File: config.mk
export PLATFORM = sky130hd
export DESIGN_NAME = traffic_ctrl_multi_flat
export DESIGN_NICKNAME = d
export VERILOG_FILES = /design/src/rtl/traffic_ctrl_multi_if.sv /design/src/rtl/traffic_ctrl_multi.sv /design/src/flat_wrapper.sv
export SDC_FILE = /design/constraint.sdc
export NUM_CORES = 1
export LEC_CHECK = 0
export BUFFER_PORTS_ARGS = -buffer_cell sky130_fd_sc_hd__buf_2
export CAP_MARGIN = 20
export CORE_UTILIZATION = 43
export CTS_CLUSTER_SIZE = 10
export DETAILED_ROUTE_END_ITERATION = 10
export PLACE_DENSITY_LB_ADDON = 0.12
export SYNTH_ARGS = -nofsm -noshare
export SYNTH_HDL_FRONTEND = slang
export SYNTH_SLANG_ARGS = --single-unit
File: constraint.sdc
create_clock -name clk -period 4.61 [get_ports clk]
set_clock_uncertainty 0.2 [all_clocks]
set_input_delay 0.6915 -clock clk [delete_from_list [all_inputs] [get_ports clk]]
set_output_delay 0.6915 -clock clk [all_outputs]
set_load 0.005 [all_outputs]
File: src/rtl/traffic_ctrl_multi_if.sv
// Controller-side signal bundle for traffic_ctrl_multi: timebase/demand/maintenance in,
// lamp state, owning direction and phase out.
interface traffic_ctrl_multi_if #(
  parameter int unsigned NUM_DIR = 4
);
  localparam int unsigned DIR_W = (NUM_DIR > 1) ? $clog2(NUM_DIR) : 1;

  logic                   tick;
  logic [NUM_DIR-1:0]     req;
  logic                   flash;
  logic [3*NUM_DIR-1:0]   light;
  logic [DIR_W-1:0]       active_dir;
  logic [1:0]             phase;

  modport master (
    output tick, req, flash,
    input  light, active_dir, phase
  );

  modport slave (
    input  tick, req, flash,
    output light, active_dir, phase
  );
endinterface

File: src/rtl/traffic_ctrl_multi.sv
// Multi-approach traffic light controller: round-robin right-of-way with demand skipping,
// green extension for a lone requester, and a maintenance flash mode.
module traffic_ctrl_multi #(
  parameter int unsigned NUM_DIR  = 4,
  parameter int unsigned CNT_W    = 8,
  parameter int unsigned GREEN_T  = 20,
  parameter int unsigned YELLOW_T = 4,
  parameter int unsigned ALLRED_T = 2
) (
  input  logic                 clk,
  input  logic                 rst_n,
  traffic_ctrl_multi_if.slave  bus
);
  localparam int unsigned DIR_W = (NUM_DIR > 1) ? $clog2(NUM_DIR) : 1;

  localparam logic [CNT_W-1:0] LD_G = CNT_W'(GREEN_T - 1);
  localparam logic [CNT_W-1:0] LD_Y = CNT_W'(YELLOW_T - 1);
  localparam logic [CNT_W-1:0] LD_A = CNT_W'(ALLRED_T - 1);

  localparam logic [2:0] L_RED    = 3'b100;
  localparam logic [2:0] L_GREEN  = 3'b010;
  localparam logic [2:0] L_YELLOW = 3'b001;
  localparam logic [2:0] L_OFF    = 3'b000;

  typedef enum logic [1:0] {
    PH_ALLRED = 2'b00,
    PH_GREEN  = 2'b01,
    PH_YELLOW = 2'b10,
    PH_FLASH  = 2'b11
  } phase_e;

  phase_e               r_phase, w_phase_nx;
  logic [CNT_W-1:0]     r_cnt, w_cnt_nx;
  logic [DIR_W-1:0]     r_dir, w_dir_nx, w_rr_dir;
  logic                 r_blink, w_blink_nx;
  logic [3*NUM_DIR-1:0] r_light, w_light_nx;
  logic [NUM_DIR-1:0]   w_others;

  // Round-robin search starting after r_dir; r_dir itself is visited last (k = NUM_DIR).
  always_comb begin : rr_search
    logic        found;
    int unsigned idx;
    found    = 1'b0;
    idx      = 0;
    w_rr_dir = DIR_W'((32'(r_dir) + 1) % NUM_DIR);
    for (int unsigned k = 1; k <= NUM_DIR; k++) begin
      idx = (32'(r_dir) + k) % NUM_DIR;
      if (!found && bus.req[DIR_W'(idx)]) begin
        found    = 1'b1;
        w_rr_dir = DIR_W'(idx);
      end
    end
  end

  always_comb begin
    w_others        = bus.req;
    w_others[r_dir] = 1'b0;
  end

  always_comb begin
    w_phase_nx = r_phase;
    w_cnt_nx   = r_cnt;
    w_dir_nx   = r_dir;
    w_blink_nx = r_blink;
    if (bus.tick) begin
      if (bus.flash) begin
        w_phase_nx = PH_FLASH;
        w_blink_nx = (r_phase == PH_FLASH) ? ~r_blink : 1'b1;
      end else if (r_phase == PH_FLASH) begin
        w_phase_nx = PH_ALLRED;
        w_cnt_nx   = LD_A;
        w_blink_nx = 1'b0;
      end else if (r_cnt != '0) begin
        w_cnt_nx = r_cnt - CNT_W'(1);
      end else begin
        unique case (r_phase)
          PH_ALLRED: begin
            w_phase_nx = PH_GREEN;
            w_cnt_nx   = LD_G;
            w_dir_nx   = w_rr_dir;
          end
          PH_GREEN: begin
            if (bus.req[r_dir] && (w_others == '0)) begin
              w_cnt_nx = LD_G;
            end else begin
              w_phase_nx = PH_YELLOW;
              w_cnt_nx   = LD_Y;
            end
          end
          PH_YELLOW: begin
            w_phase_nx = PH_ALLRED;
            w_cnt_nx   = LD_A;
          end
          default: ;
        endcase
      end
    end
  end

  // Lamp pattern is decoded from the next state so the light register tracks phase exactly.
  always_comb begin
    w_light_nx = '0;
    for (int unsigned d = 0; d < NUM_DIR; d++) begin
      logic [2:0] lamp;
      lamp = L_RED;
      if (w_phase_nx == PH_FLASH) begin
        lamp = w_blink_nx ? L_YELLOW : L_OFF;
      end else if (DIR_W'(d) == w_dir_nx) begin
        unique case (w_phase_nx)
          PH_GREEN:  lamp = L_GREEN;
          PH_YELLOW: lamp = L_YELLOW;
          default:   lamp = L_RED;
        endcase
      end
      w_light_nx[3*d +: 3] = lamp;
    end
  end

  always_ff @(posedge clk or negedge rst_n) begin
    if (!rst_n) begin
      r_phase <= PH_ALLRED;
      r_cnt   <= LD_A;
      r_dir   <= DIR_W'(NUM_DIR - 1);
      r_blink <= 1'b0;
      r_light <= {NUM_DIR{L_RED}};
    end else begin
      r_phase <= w_phase_nx;
      r_cnt   <= w_cnt_nx;
      r_dir   <= w_dir_nx;
      r_blink <= w_blink_nx;
      r_light <= w_light_nx;
    end
  end

  assign bus.light      = r_light;
  assign bus.phase      = r_phase;
  assign bus.active_dir = r_dir;
endmodule

File: src/flat_wrapper.sv
// flat-port wrapper written by rule: the top's interface ports become plain ports
module traffic_ctrl_multi_flat 
#(
  parameter int unsigned NUM_DIR  = 4,
  parameter int unsigned CNT_W    = 8,
  parameter int unsigned GREEN_T  = 20,
  parameter int unsigned YELLOW_T = 4,
  parameter int unsigned ALLRED_T = 2
)
  (clk, rst_n, bus_tick, bus_req, bus_flash, bus_light, bus_active_dir, bus_phase);
  traffic_ctrl_multi_if #(.NUM_DIR(NUM_DIR)) bus_i ();
  input  logic clk;
  input  logic rst_n;
  input wire logic [$bits(bus_i.tick)-1:0] bus_tick;
  input wire logic [$bits(bus_i.req)-1:0] bus_req;
  input wire logic [$bits(bus_i.flash)-1:0] bus_flash;
  output wire logic [$bits(bus_i.light)-1:0] bus_light;
  output wire logic [$bits(bus_i.active_dir)-1:0] bus_active_dir;
  output wire logic [$bits(bus_i.phase)-1:0] bus_phase;
  assign bus_i.tick = bus_tick;
  assign bus_i.req = bus_req;
  assign bus_i.flash = bus_flash;
  assign bus_light = bus_i.light;
  assign bus_active_dir = bus_i.active_dir;
  assign bus_phase = bus_i.phase;
  traffic_ctrl_multi #(.NUM_DIR(NUM_DIR), .CNT_W(CNT_W), .GREEN_T(GREEN_T), .YELLOW_T(YELLOW_T), .ALLRED_T(ALLRED_T)) u_core (.clk(clk), .rst_n(rst_n), .bus(bus_i));
endmodule
-- Yosys cells after proc, flatten, opt, wreduce, memory -nomap -nowiden
Index checks and enable logic that the tools add are counted.
W data, S select, Z words.
- bits in registers: 25
- add/subtract/negate cells: 5
- magnitude comparators: 6
- equality and inequality tests: 9
- mux-type cells: 47
- bitwise operators: 4
- reduce and logical (&&, ||, !) cells: 14
- operator list (operator ; number):
    $mux W2 ; 13
    $mux W3 ; 8
    $pmux W8 S3 ; 1
    $mux W8 ; 2
    $lt A2 B3 Y1 const B ; 5
    $mux W1 ; 14
    $bmux W1 S2 ; 5
    $eq A2 B2 Y1 const B ; 4
    $reduce_bool A8 Y1 ; 1
    $sub A8 B1 Y8 const B ; 1
    $pmux W2 S3 ; 1
    $pmux W3 S2 ; 1
    $logic_and A1 B1 Y1 ; 5
    $mux W5 ; 1
    $reduce_bool A5 Y1 ; 1
    $add A2 B1 Y2 const B ; 2
    $add A2 B2 Y2 const B ; 2
    $and A4 B4 Y4 ; 1
    $eq A2 B1 Y1 const B ; 2
    $eq A2 B2 Y1 const A ; 2
    $logic_not A2 Y1 ; 2
    $logic_not A4 Y1 ; 1
    $not A4 Y4 ; 1
    $logic_not A1 Y1 ; 3
    5 further kinds ; 6

-- Logic depth before layout (Yosys ltp)
Gate-level depths: netlist (run 1).
- word-level depth: 21
- gate-level depth with buffers: 12
- depth with buffers taken out: 12

-- Worst setup path after synthesis (run 1)
OpenSTA, ideal clock, no wires.
- kind: register -> register
- start point: register u_core.r_dir[0], in the netlist u_core.bus.active_dir[0]
- end point: register u_core.r_light[0], in the netlist u_core.bus.light[0]
- setup time: 95 ps
- arrival time: 2636 ps
- slack: 1678 ps
- cell stages (with the launch flop): 9
- buffers on the path: 1
- clock period less this slack: 2932 ps
- cells stage by stage: dfstp_2 -> buf_6 -> inv_1 -> ha_1 -> mux4_1 -> o311a_4 -> a21oi_4 -> inv_4 -> o31ai_1
- word-level cells in the longest chain between the ends: 21
- elaborated cells between the ends (all ways): 53
- those cells by class: add/sub: 4; order compare: 2; eq/ne: 3; mux: 32; bitwise: 2; reduce/logical: 10
- ends and longest elaborated chain (item ; line ; RTL):
    start, declared ; traffic_ctrl_multi.sv:34 ; logic [DIR_W-1:0] r_dir, w_dir_nx, w_rr_dir;
    start signal, assigned ; traffic_ctrl_multi.sv:123 ; r_dir <= DIR_W'(NUM_DIR - 1);
    start signal, assigned ; traffic_ctrl_multi.sv:129 ; r_dir <= w_dir_nx;
    $add A2 B1 Y2 ; traffic_ctrl_multi.sv:45, traffic_ctrl_multi.sv:47 ;
    $bmux W1 S2 ; traffic_ctrl_multi.sv:48 ; if (!found && bus.req[DIR_W'(idx)]) begin
    $mux W1 (implied by the code) ; traffic_ctrl_multi.sv:48 ;
    $mux W1 ; traffic_ctrl_multi.sv:48 ;
    $logic_not A1 Y1 ; traffic_ctrl_multi.sv:48 ;
    $logic_and A1 B1 Y1 ; traffic_ctrl_multi.sv:48 ;
    $mux W1 ; traffic_ctrl_multi.sv:48 ;
    $logic_not A1 Y1 ; traffic_ctrl_multi.sv:48 ;
    [7 not listed] ; -- ;
    $mux W2 (*) ; traffic_ctrl_multi.sv:69 ; end else if (r_phase == PH_FLASH) begin
    $mux W2 (*) ; traffic_ctrl_multi.sv:66 ; if (bus.flash) begin
    $mux W2 (*) ; traffic_ctrl_multi.sv:65 ; if (bus.tick) begin
    net u_core.w_dir_nx[1] ; traffic_ctrl_multi.sv:34 ;
    $logic_not A2 Y1 (*) ; traffic_ctrl_multi.sv:108 ; end else if (DIR_W'(d) == w_dir_nx) begin
    $mux W3 (*) ; traffic_ctrl_multi.sv:108 ;
    $mux W3 (*) ; traffic_ctrl_multi.sv:106 ; if (w_phase_nx == PH_FLASH) begin
    net u_core.w_light_nx[0] ; traffic_ctrl_multi.sv:36 ; logic [3*NUM_DIR-1:0] r_light, w_light_nx;
    end signal, assigned ; traffic_ctrl_multi.sv:125 ; r_light <= {NUM_DIR{L_RED}};
    end signal, assigned ; traffic_ctrl_multi.sv:131 ; r_light <= w_light_nx;
    end, declared ; traffic_ctrl_multi.sv:36 ;
Mark *: on every way through the listed nets, which the timed path passes. The rest lies on a longest branch. The select of a mux whose other input is x is not followed.
A chain may end at the register's enable or synchronous reset.

-- Final worst setup path (run 1)
- start point: register u_core.r_dir[0], in the netlist u_core.bus.active_dir[0]
- end point: register u_core.r_light[3], in the netlist u_core.bus.light[3]
- word-level cells in the longest chain between the ends: 21
- elaborated cells between the ends (all ways): 53
- those cells by class: add/sub: 4; order compare: 2; eq/ne: 4; mux: 32; bitwise: 2; reduce/logical: 9
- ends and longest elaborated chain (item ; line):
    $add A2 B1 Y2 ; traffic_ctrl_multi.sv:45, traffic_ctrl_multi.sv:47
    $bmux W1 S2 ; traffic_ctrl_multi.sv:48
    $mux W1 (implied by the code) ; traffic_ctrl_multi.sv:48
    $mux W1 ; traffic_ctrl_multi.sv:48
    $logic_not A1 Y1 ; traffic_ctrl_multi.sv:48
    $logic_and A1 B1 Y1 ; traffic_ctrl_multi.sv:48
    $mux W1 ; traffic_ctrl_multi.sv:48
    $logic_not A1 Y1 ; traffic_ctrl_multi.sv:48
    [7 not listed] ; --
    $mux W2 (*) ; traffic_ctrl_multi.sv:69
    $mux W2 (*) ; traffic_ctrl_multi.sv:66
    $mux W2 (*) ; traffic_ctrl_multi.sv:65
    net u_core.w_dir_nx[1] ; traffic_ctrl_multi.sv:34
    $eq A1 B2 Y1 (*) ; traffic_ctrl_multi.sv:108
    $mux W3 (*) ; traffic_ctrl_multi.sv:108
    $mux W3 (*) ; traffic_ctrl_multi.sv:106
    net u_core.w_light_nx[3] ; traffic_ctrl_multi.sv:36
Marks and branches as above.

==> metrics.yaml, run 1 <==
critical_path:
  path_class: "reg -> reg"
  cp.required_ns: 4.63
  crit_slowest_cell: "dfstp_2"
  cp_max_fo: 12
  path_buf_inv: 2
  setup.worst_path.end_class: "flip-flop"
  worstPathArrival_ns: 3.26
  cp-start-kind: "flip-flop"
  crit_family: "compound AO/OA/AOI/OAI gates"
  slowest_delay_ns: 0.73
  crit_chain: "inv_1 > ha_1 > mux4_1 > o311a_4 > a21oi_4 > inv_4 > o31ai_1"
cts:
  clock-sinks: 25
  cts_hold_buf: 0
  clock_latency_ns: 0.31
  cts_resized: 0
  postCtsSetupBuffers: 0
  clk_path_buf_depth: 2
  cts_inserted_buffers: 3
  root_buffer: "clkbuf_4"
  htree_levels: 1
  cts_tree: "done"
  clkTransAtPathRegs_ns: 0.14
timing:
  fin_tns_setup_ns: 0
  fin_crit_ns: 3.24
  setup_viol: 0
  tightest_slew_ns: 0.635
  rsz0062_at_grt: "false"
  holdWs_ns: 0.142
  final.period_utilization_pct: 70.2
  max_freq_ghz: 0.309
  slew_viol_final: 0
  relSlewSlack_pct: 57.1
  hold_violations: 0
drt:
  drc: 0
  vias_per_cell: 5.55
  dr.pass1.iters: 4
  ant_nets: 0
  wl_per_cell_um: 13.7
  drtIter0Drc: 85
  via_count: 1166
  routed_wl_um: 2880
job:
  cap_violations: 0
global_routing:
  grt-ovfl-total: 0
  antenna_found_initial: 0
  grt_max_degree: 26
  grt_pass1_wl_um: 5130
  grtUsageTotal_pct: 18.6
  grt_pass1_vias: 1124
final_layout:
  layout.nets: 180
  nFillCells: 333
  diodes: 0
  drive_gt1_share_pct: 29.9
  most-common-layout-cells: "23 x buf_2, 18 x dfrtp_1, 10 x inv_1, 10 x nand2_1, 10 x o21ai_0"
  final_common_cell: "buf_2"
  syn_to_final_growth_pct: 11.2
synthesis:
  syn_area_per_cell_sq_um: 10.5
  yosysTopAreaCellShare_pct: 30.2
  synth-main-ff-cell: "dfrtp_1"
  synthArstFlopShare_pct: 100
  ys_warn_count: 0
  ys_types: 41
  ys_seq_area_share_pct: 42.5
  synth_top_area_cell: "dfrtp_1"
  synth_edf_count: 0
  synth_cells: 142
  synth_nets: 157
  synthTopCellsByArea: "dfrtp_1 30%, dfstp_2 12%, ha_1 5.9%"
  ys_ff_latch: 25
  syn_area_sq_mm: 0.00149
place:
  place_congestion: 0.747
  hpwl_um: 2170
  port_buffers: 23
floorplanning:
  coreArea_sq_mm: 0.00334
  die_h_um: 60.9
  rows: 21
  die_w_um: 60.9
  dieArea_sq_mm: 0.00371
  start_util_pct: 44.7
  ioPinCount: 24
power:
  power_density_mw_per_mm2: 660
  max-vdd-ir-drop_v: 0.000315
  p_leak_nw: 0.755
status:
  status: "complete, no violations"
hold_path:
  min_path_type: "in -> async"
cell families (layout without fill, tap and decap cells):
| logic type | after synthesis | in the layout | synth area share (%) |
|---|---|---|---|
| AO/OA/AOI/OAI | 43 | 43 | 20.2 |
| XOR/XNOR | 1 | 1 | 1.09 |
| adder cells (fa/ha/maj) | 7 | 7 | 5.87 |
| buffers and inverters | 16 | 38 | 5.28 |
| flip-flops | 25 | 25 | 42.5 |
| multiplexers | 9 | 9 | 9.31 |
| AND/OR/NAND/NOR | 41 | 41 | 15.7 |
synthesized netlist by cell type (4+ instances only):
master    count
o31ai_1       7
nor3_1        6
inv_1        10
nor2b_1       4
nand2b_1      4
a31oi_1       4
a21oi_1       8
dfrtp_1      18
nand2_1      10
o21ai_0      10
o22a_1        4
dfstp_2       7
nor2_1        6
ha_1          7
layout make-up:
cell class              count  area, sq um  area share, %
multi-input cells         101          778           46.9
flip-flops and latches     25          634           38.2
repair buffers             23          115           6.94
well taps                  46         57.6           3.47
inverters                  11         43.8           2.64
clock buffers               3         22.5           1.36
clock inverters             1         7.51          0.452
worst paths after layout:
check,from,end,slack (ns),depth (start not counted)
max in group asynchronous,rst_n,u_core.bus.active_dir[1]$_DFF_PN1_,3.70,1
worst max register to register,u_core.bus.active_dir[0]$_DFF_PN1_,u_core.bus.light[3]$_DFF_PN0_,1.37,7
worst min register to register,u_core.r_cnt[0]$_DFFE_PN1P_,u_core.r_cnt[0]$_DFFE_PN1P_,0.32,2
min in group clk,u_core.r_cnt[0]$_DFFE_PN1P_,u_core.r_cnt[0]$_DFFE_PN1P_,0.32,2
worst min-delay path,rst_n,u_core.bus.light[1]$_DFF_PN0_,0.14,1
worst max-delay path,u_core.bus.active_dir[0]$_DFF_PN1_,u_core.bus.light[3]$_DFF_PN0_,1.37,7
sequential cells by signal (all words and copies together), names as in the netlist:
register and cells:
u_core.bus.light 12, u_core.r_cnt 8, u_core.bus.active_dir 2, u_core.bus.phase 2
u_core.r_blink 1
per-layer routing:
layer	vias up	GRT usage [%]	part of all wire [%]
li1	567	-	-
met1	579	26.1	49
met2	18	29.7	47
met3	2	2.77	3.1
met4	0	6.17	0.45
met5	-	0	0
per-stage QoR:
step | utilization, % | cell area [sq um] | power (mW) | cells | worst slack (ns)
after floorplan | - | 1490 | 0.861 | 142 | 1.68
after CTS | 49.7 | 1660 | 1.10 | 210 | 1.37
after global placement | 48.8 | 1630 | 0.991 | 206 | 1.43
after global routing | 49.7 | 1660 | 1.21 | 210 | 1.05
final | 49.7 | 1660 | 1.10 | 210 | 1.37
after detailed placement | 48.8 | 1630 | 1.00 | 206 | 1.41
worst register-to-register path, cell delays in order, from the launching register on:
cell,delay (ns)
dfstp_2,0.73
inv_1,0.11
ha_1,0.41
mux4_1,0.66
o311a_4,0.43
a21oi_4,0.26
inv_4,0.09
o31ai_1,0.27
power by group:
| group | switching, mW | internal, mW | total, mW |
|---|---|---|---|
| logic | 0.308 | 0.262 | 0.570 |
| clock network | 0.0669 | 0.0331 | 0.100 |
| registers | 0.0953 | 0.330 | 0.425 |
| total | 0.470 | 0.625 | 1.10 |
No activity file was read; power rests on OpenSTA's default activity.
==> inputs of run 2 (changes only) <==
==> constraint.sdc (replaced) <==
create_clock -name clk -period 2.85 [get_ports clk]
set_clock_uncertainty 0.2 [all_clocks]
set_input_delay 0.4275 -clock clk [delete_from_list [all_inputs] [get_ports clk]]
set_output_delay 0.4275 -clock clk [all_outputs]
set_load 0.005 [all_outputs]
==> metrics.yaml, run 2 (synthesis gave the netlist of run 1 again) <==
floorplanning:
  start_util_pct: 44.7  # unchanged
  die_w_um: 60.9  # unchanged
  ioPinCount: 24  # unchanged
  dieArea_sq_mm: 0.00371  # unchanged
  rows: 21  # unchanged
  die_h_um: 60.9  # unchanged
  coreArea_sq_mm: 0.00334  # unchanged
final_layout:
  syn_to_final_growth_pct: 28.4
  nFillCells: 288  # -14%
  stdcell_count: 230  # +9.5%
  layout.nets: 200  # +11%
  design_area_sq_mm: 0.00191  # +15%
  drive_gt1_share_pct: 46.7  # +17 points
  final_common_cell: "buf_2"
  largest_reg_flops: 12  # unchanged
  diodes: 0  # unchanged
  most-common-layout-cells: "23 x buf_2, 18 x buf_4, 18 x dfrtp_1"
hold_path:
  min_from: "bus_flash"
  hold-path-cell-count: 3
  min_path_type: "in -> reg"
  holdPathEnd: "u_core.r_blink$_DFF_PN0_"
place:
  place_area_sq_mm: 0.00176  # +8.2%
  hpwl_um: 2270  # +4.7%
  port_buffers: 23  # unchanged
  placed_cells: 221  # +7.3%
  place_congestion: 0.807  # +8.1%
drt:
  wl_per_cell_um: 13.3  # -3.2%
  via_count: 1219  # +4.5%
  routed_wl_um: 3050  # +6.1%
  drtIter0Drc: 33  # -61%
  dr.pass1.iters: 4  # unchanged
  vias_per_cell: 5.30  # -4.5%
  ant_nets: 0  # unchanged
  drc: 0  # unchanged
power:
  max-vdd-ir-drop_v: 0.000528  # +67%
  power_density_mw_per_mm2: 1110  # +69%
  p_total_mw: 2.13  # +95%
  p_leak_nw: 0.873  # +16%
cts:
  clock_latency_ns: 0.33  # +0.02 ns
  root_buffer: "clkbuf_4"
  cts_tree: "done"
  clkTransAtPathRegs_ns: 0.14  # about the same
  htree_levels: 1  # unchanged
  clock-sinks: 25  # unchanged
  clk_path_buf_depth: 2  # unchanged
  cts_inserted_buffers: 3  # unchanged
critical_path:
  r2r_start: "u_core.bus.active_dir[0]$_DFF_PN1_"
  worst_r2r_endpoint: "u_core.bus.light[9]$_DFF_PN0_"
  worstPathArrival_ns: 2.86  # -0.40 ns
  r2r_cells: 9  # +2
  setup.worst_path.end_class: "flip-flop"
  cp_max_fo: 6  # -6
  cp.required_ns: 2.91  # -1.72 ns
  ff2ff_setup_slack_ns: 0.05  # -1.33 ns
  path_class: "reg -> reg"
  cp-start-kind: "flip-flop"
timing:
  relSlewSlack_pct: 60.3  # +3.2 points
  hold_violations: 0  # unchanged
  tightest_slew_ns: 0.587  # -0.0475 ns
  rsz0062_at_grt: "true"
  final.period_utilization_pct: 98.4  # +28 points
  setup_viol: 0  # unchanged
  max_freq_ghz: 0.357  # +15%
  slew_viol_final: 0  # unchanged
  fin_crit_ns: 2.80  # -0.433 ns
  holdWs_ns: 0.272  # +0.130 ns
global_routing:
  grt-ovfl-total: 0  # unchanged
  grt_pass1_wl_um: 4850  # -5.5%
  grt_max_degree: 26  # unchanged
  grtUsageTotal_pct: 17.9  # -0.79 points
  grt_pass1_vias: 1111  # -1.2%
  antenna_found_initial: 0  # unchanged
job:
  cap_violations: 0  # unchanged
status:
  status: "complete, no violations"
## run 2: cell types whose count changed in the layout (fill, tap and decap cells not counted), moves of 4 or more
cell     previous run  this run
buf_4               0        18
nor3_1              6         1
nor3_2              0         5
ha_1                7         3
o31ai_1             7         3
o31ai_2             0         4
## run 2: worst max-delay path by stage
stage                                       startpoint                            end  slack (ns)
floorplan           u_core.bus.active_dir[0]$_DFF_PN1_  u_core.bus.light[0]$_DFF_PN0_        0.04
global placement           u_core.r_cnt[1]$_DFFE_PN0P_  u_core.bus.light[7]$_DFF_PN0_      -0.002
detailed placement         u_core.r_cnt[1]$_DFFE_PN0P_  u_core.bus.light[1]$_DFF_PN0_       -0.04
CTS                        u_core.r_cnt[1]$_DFFE_PN0P_  u_core.bus.light[1]$_DFF_PN0_      -0.009
global route               u_core.r_cnt[1]$_DFFE_PN0P_  u_core.bus.light[9]$_DFF_PN0_       -0.08
finish              u_core.bus.active_dir[0]$_DFF_PN1_  u_core.bus.light[9]$_DFF_PN0_        0.05
## run 2: metrics by stage
stage | utilization, % | setup TNS, ns | setup slack, ns
2_1_floorplan | - | 0 | 0.0380
3_3_place_gp | 52.8 | -0.00353 | -0.00179
3_5_place_dp | 52.8 | -0.191 | -0.0378
4_1_cts | 55.6 | -0.00936 | -0.00936
5_1_grt | 57.4 | -0.449 | -0.0778
6_report | 57.4 | 0 | 0.0469
## run 2: routing by layer
metal,vias up,routed length [um],track usage [%]
met5,-,0,0
met4,0,36,6.82
met2,20,1490,30.0
met1,590,1460,23.4
li1,605,-,-
met3,4,69,2.56
## run 2: critical path, stage by stage, from the launching register on
cell and delay, ns:
dfstp_2 0.58, inv_1 0.09, ha_4 0.31, mux4_2 0.53
buf_4 0.16, nor2b_1 0.12, a21oi_1 0.21, a21oi_4 0.12
buf_4 0.17, o31ai_2 0.24
## run 2: repair_timing
action                                 4_1_cts  5_1_grt
endpoints found under the hold margin       18        0
hold buffers                                 1        0
setup buffers                                2        2
pin swaps                                    5        9
setup endpoints to repair                    8       12
resized for setup                            8       10
## run 2: cell type report
type / instances / area, sq um / area share (%)
tap: 46 / 57.6 / 3.01
sequential: 25 / 634 / 33.1
inverter: 11 / 43.8 / 2.29
multi-input combinational: 101 / 868 / 45.4
timing repair buffer: 43 / 280 / 14.6
clock inverter: 1 / 7.51 / 0.392
clock buffer: 3 / 22.5 / 1.18
## run 2: power breakdown
| part | internal, mW | total, mW | leakage [nW] | switching, mW |
|---|---|---|---|---|
| Sequential | 0.531 | 0.638 | 0.306 | 0.106 |
| Clock | 0.0538 | 0.169 | 0.0139 | 0.115 |
| Combinational | 0.664 | 1.33 | 0.553 | 0.663 |
| Total | 1.25 | 2.13 | 0.873 | 0.884 |
